**src/rtl/btn_cmd_gen.sv**
```systemverilog
// Push-button front end: three raw buttons are synchronized, debounced and
// edge-detected, then priority-encoded into single-cycle start/stop/reset commands.
module btn_cmd_gen #(
  parameter int DEBOUNCE_CYCLES = 16,
  parameter int CNT_W           = $clog2(DEBOUNCE_CYCLES)
) (
  input  logic       clk,
  input  logic       rst_n,
  input  logic       btn_start_raw,
  input  logic       btn_stop_raw,
  input  logic       btn_reset_raw,
  output logic       start,
  output logic       stop,
  output logic       reset,
  output logic [2:0] btn_level
);

  localparam logic [CNT_W-1:0] CNT_MAX = CNT_W'(DEBOUNCE_CYCLES - 1);

  logic [2:0] raw;
  logic [2:0] deb;
  logic [2:0] press;

  assign raw = {btn_reset_raw, btn_stop_raw, btn_start_raw};

  genvar gi;
  generate
    for (gi = 0; gi < 3; gi++) begin : g_chan
      logic             s1_reg;
      logic             s2_reg;
      logic             deb_reg;
      logic             deb_d_reg;
      logic [CNT_W-1:0] cnt_reg;

      // The level only moves after DEBOUNCE_CYCLES consecutive disagreeing samples;
      // a single agreeing sample restarts the count.
      always_ff @(posedge clk or negedge rst_n) begin
        if (!rst_n) begin
          s1_reg    <= 1'b0;
          s2_reg    <= 1'b0;
          deb_reg   <= 1'b0;
          deb_d_reg <= 1'b0;
          cnt_reg   <= '0;
        end else begin
          s1_reg    <= raw[gi];
          s2_reg    <= s1_reg;
          deb_d_reg <= deb_reg;
          if (s2_reg == deb_reg) begin
            cnt_reg <= '0;
          end else if (cnt_reg == CNT_MAX) begin
            deb_reg <= s2_reg;
            cnt_reg <= '0;
          end else begin
            cnt_reg <= cnt_reg + CNT_W'(1);
          end
        end
      end

      assign deb[gi]   = deb_reg;
      assign press[gi] = deb_reg & ~deb_d_reg;
    end
  endgenerate

  // Lower-priority presses in the same cycle are dropped, never deferred.
  always_ff @(posedge clk or negedge rst_n) begin
    if (!rst_n) begin
      reset <= 1'b0;
      stop  <= 1'b0;
      start <= 1'b0;
    end else begin
      reset <= press[2];
      stop  <= press[1] & ~press[2];
      start <= press[0] & ~press[1] & ~press[2];
    end
  end

  assign btn_level = deb;

endmodule

```
**config.mk**
```make
export PLATFORM = sky130hd
export DESIGN_NAME = btn_cmd_gen
export DESIGN_NICKNAME = d
export VERILOG_FILES = /design/src/rtl/btn_cmd_gen.sv
export SDC_FILE = /design/constraint.sdc
export NUM_CORES = 1
export LEC_CHECK = 0
export CAP_MARGIN = 20
export CORE_AREA = 2 2 49 51
export DETAILED_ROUTE_END_ITERATION = 8
export DIE_AREA = 0 0 51 53
export PLACE_DENSITY = 0.73
export SLEW_MARGIN = 20
export SYNTH_ARGS = -nofsm -noshare
export SYNTH_HDL_FRONTEND = slang
export SYNTH_SLANG_ARGS = --single-unit
```
**constraint.sdc**
```tcl
create_clock -name clk -period 2.88 [get_ports clk]
set_input_delay 0.288 -clock clk [delete_from_list [all_inputs] [get_ports clk]]
set_output_delay 0.288 -clock clk [all_outputs]
set_load 0.01 [all_outputs]
```
Word level (Yosys, flattened, before mapping)
Cells that the tools add are included.
W data, S select, Z words.
- word-level logic and storage cells: 50
- register bits: 27
- bits of input ports: 5
- output and inout port bits: 6
- bitwise gates (word level): 14
- equal/unequal tests: 6
- reductions and logical operators: 3
- multiplexer cells: 6
- add/sub/neg operators: 3
- operators with widths (operator ; count):
    $mux W4 ; 6
    $add A4 B1 Y4 const B ; 3
    $eq A4 B4 Y1 const B ; 3
    $not A1 Y1 ; 8
    $and A1 B1 Y1 ; 6
    $reduce_and A2 Y1 ; 3
    $eq A1 B1 Y1 ; 3

Depth between registers and ports, before layout
- depth in word-level cells: 5
- depth in mapped cells: 4
- depth with buffers taken out: 4

Least setup slack after synthesis
OpenSTA, ideal clock, no wires.
- path type: reg-to-reg
- start: register g_chan[1].cnt_reg[0]
- end: register g_chan[1].deb_reg
- clock period less this slack: 1.145 ns
- setup slack: 1.735 ns
- data arrival time: 1.020 ns
- data required time: 2.755 ns
- library setup time: 0.125 ns
- buffers on the path: 0
- cell stages (with the launch flop): 4
- cells stage by stage: dfrtp_1 ha_1 nand3_1 mux2_4
- cells in the longest elaborated chain, start to end: 2
- RTL lines (item ; line ; text):
    start: declaration ; 33 ; logic [CNT_W-1:0] cnt_reg;
    start signal: assignment ; 54 ; cnt_reg <= cnt_reg + CNT_W'(1);
    $eq A4 B4 Y1 ; 50 ; end else if (cnt_reg == CNT_MAX) begin
    $reduce_and A2 Y1 (no line) ; n/a ;
    end signal: assignment ; 51 ; deb_reg <= s2_reg;
    end: declaration ; 31 ; logic deb_reg;
No other way between the ends.
A chain may end at the register's enable or synchronous reset.

Final worst setup path
- start: register g_chan[0].deb_reg
- end: output btn_level[0]
- RTL lines (item ; line ; text):
    start: declaration ; 31 ;
    start signal: assignment ; 51 ;
    end: declaration ; 15 ; output logic [2:0] btn_level
No word-level cell between the ends.

==> flow_summary.toml <==
[cts]
post_cts_resized = 0
clock_latency_ps = 310
cts_tree = "done"
root_buffer = "clkbuf_4"
numCtsBuffers = 3
cts-hold-fix-buffers = 0
clk_pin_slew_ps = 130
post_cts_buffers = 0
numClockSinks = 27
htreeDepth = 1
clk_path_buf_depth = 2

[timing]
clock_skew_ps = 5.70
tightestPinTransition_ps = 349
finalMaxSlewViolations = 0
fmax_ghz = 0.629
rsz0062_at_grt = "no"
fin_setup_tns_ps = 0
finalSetupViolCount = 0
fin_crit_ps = 1590
period_share_pct = 55.2
max_slew_margin_pct = 76.6
hold_ws_ps = 324
setup_slack_ps = 1290
hold_viol = 0

[routing]
vias = 551
drtIter0Drc = 0
postRouteAntennaNets = 0
via_per_inst = 4.88
wl_per_cell_um = 11.4
wirelength_um = 1290
route.detailed.drc = 0
drt_pass1_iterations = 1

[power]
peakVddDrop_uv = 290
p_total_mw = 0.597
power_density_nw_per_um2 = 508
power.leakage_nw = 0.520

[finish]
largest_register_ffs = 12
fillers = 200
layout_common_cells = "dfrtp_1 (27), clkdlybuf4s50_1 (10), xnor2_1 (6), nor2b_1 (6), a21oi_1 (6)"
nets = 94
area_growth_pct = 14.2
fin_area_sq_um = 1170
mostFrequentLayoutCell = "dfrtp_1"
diodes = 0
drive_above_1_share_pct = 11.8
final_core_util_pct = 54.7
final_cells = 113

[synthesis]
synth_nets = 81
yosys.cell_types.count = 16
synth_area_leaders = "dfrtp_1 (66%), xnor2_1 (5.1%), mux2_4 (4.4%), ha_1 (3.6%), nor2b_1 (3.6%)"
synthesis.instances = 73
yosys.area.top_type = "dfrtp_1"
netlist_area_sq_um = 1030
yosys_register_bits = 27
yosysWarningCount = 0
yosysSeqAreaShare_pct = 65.7
syn_avg_cell_area_sq_um = 14.1
synth_top_area_share_pct = 65.7

[critical_path]
rr_startpoint = "g_chan[1].cnt_reg[0]"
slowest_stage = "clkdlybuf4s50_1"
r2r-end = "g_chan[1].deb_reg"
cpPeakStageDelay_ps = 560
worstPathRequired_ps = 2590
worstPathMaxFanout = 5
r2r_setup_slack_ps = 1670
critical_path_class = "reg -> out"
cpLargestDelayFamily = "buffers and inverters"
r2r_cells = 3
endpoint_kind = "primary output"
crit_chain = "clkdlybuf4s50_1"
cp_data_arrival_time_ps = 1300
critPathLaunchType = "flop"
cp_num_buf_inv = 1

[worst_hold_path]
min_path_type = "in -> async"

[floorplan]
fp.dieArea_sq_um = 2700
die_w_um = 51
num_rows = 17
core-area_sq_um = 2150
num_io_pins = 11
initial_core_util_pct = 47.9
die_h_um = 53

[outcome]
outcome = "finished, final reports clean"

[place]
hpwl_um = 926
dp_cells = 109
dpl_worst_slack_ps = 1640
port_buffers = 10
dpl_cell_area_sq_um = 1150
routabilityCongestion = 0.676

[grt]
grt_util_all_layers_pct = 12.3
use_met3_pct = 2.54
top_usage_layer = "met2"
grtUsageMet1_pct = 15.1
grt_pass1_wl_um = 2390
antenna_found_initial = 0
use_met2_pct = 20.1
gr-total-overflow = 0
grt_pass1_vias = 574
grt_max_degree = 28

[flow_run]
max-cap-violations = 0
how the worst max path moves through the flow:
stage | from | to | slack, ps | cells past startpoint
2_1_floorplan | g_chan[1].cnt_reg[0] | g_chan[1].deb_reg | 1740 | 3
3_3_place_gp | g_chan[0].deb_reg | btn_level[0] | 1660 | 1
3_5_place_dp | g_chan[0].deb_reg | btn_level[0] | 1640 | 1
4_1_cts | g_chan[0].deb_reg | btn_level[0] | 1270 | 1
5_1_grt | g_chan[2].deb_reg | btn_level[2] | 1210 | 1
6_report | g_chan[0].deb_reg | btn_level[0] | 1290 | 1
worst register-to-register path, cell delays in order, from the launching register on:
cell	delay, ps
dfrtp_1	430
ha_1	250
nand3_1	130
mux2_4	310
cells by family after synthesis:
| kind of cell | Yosys count | synth area share (%) |
|---|---|---|
| XOR/XNOR | 6 | 5.11 |
| flip-flops | 27 | 65.7 |
| adder cells (fa/ha/maj) | 3 | 3.65 |
| AO/OA/AOI/OAI | 10 | 5.23 |
| multiplexers | 3 | 4.38 |
| buffers and inverters | 6 | 3.28 |
| AND/OR/NAND/NOR | 18 | 12.7 |
layer usage:
metal  wire [um]  part of all wire, %
met1         615                   48
met2         618                   48
met3          46                  3.6
met4           8                 0.62
met5           0                    0
cell usage after synthesis:
library cell / n
a21oi_1: 6
xnor2_1: 6
nand3_2: 2
nand3_1: 1
mux2_4: 3
nor2_1: 3
inv_1: 3
o21ai_0: 3
nand4b_1: 3
nor2b_1: 6
a311oi_1: 1
nor3b_1: 2
ha_1: 3
dfrtp_1: 27
buf_4: 3
nor4b_2: 1
layout make-up:
cell class,instances,area [sq um],area share [%]
Sequential cell,27,676,57.5
Multi-Input combinational cell,40,319,27.2
Timing Repair Buffer,11,108,9.16
Tap cell,28,35.0,2.98
Clock buffer,4,26.3,2.24
Inverter,3,11.3,0.958
report_power, final:
| group | leakage [nW] | internal [mW] | switching (mW) | total [mW] |
|---|---|---|---|---|
| Clock | 0.0150 | 0.0540 | 0.0988 | 0.153 |
| Combinational | 0.150 | 0.0192 | 0.0183 | 0.0375 |
| Sequential | 0.356 | 0.394 | 0.0128 | 0.406 |
| Total | 0.520 | 0.467 | 0.130 | 0.597 |
Note: power is estimated with default switching activity, not from simulation.
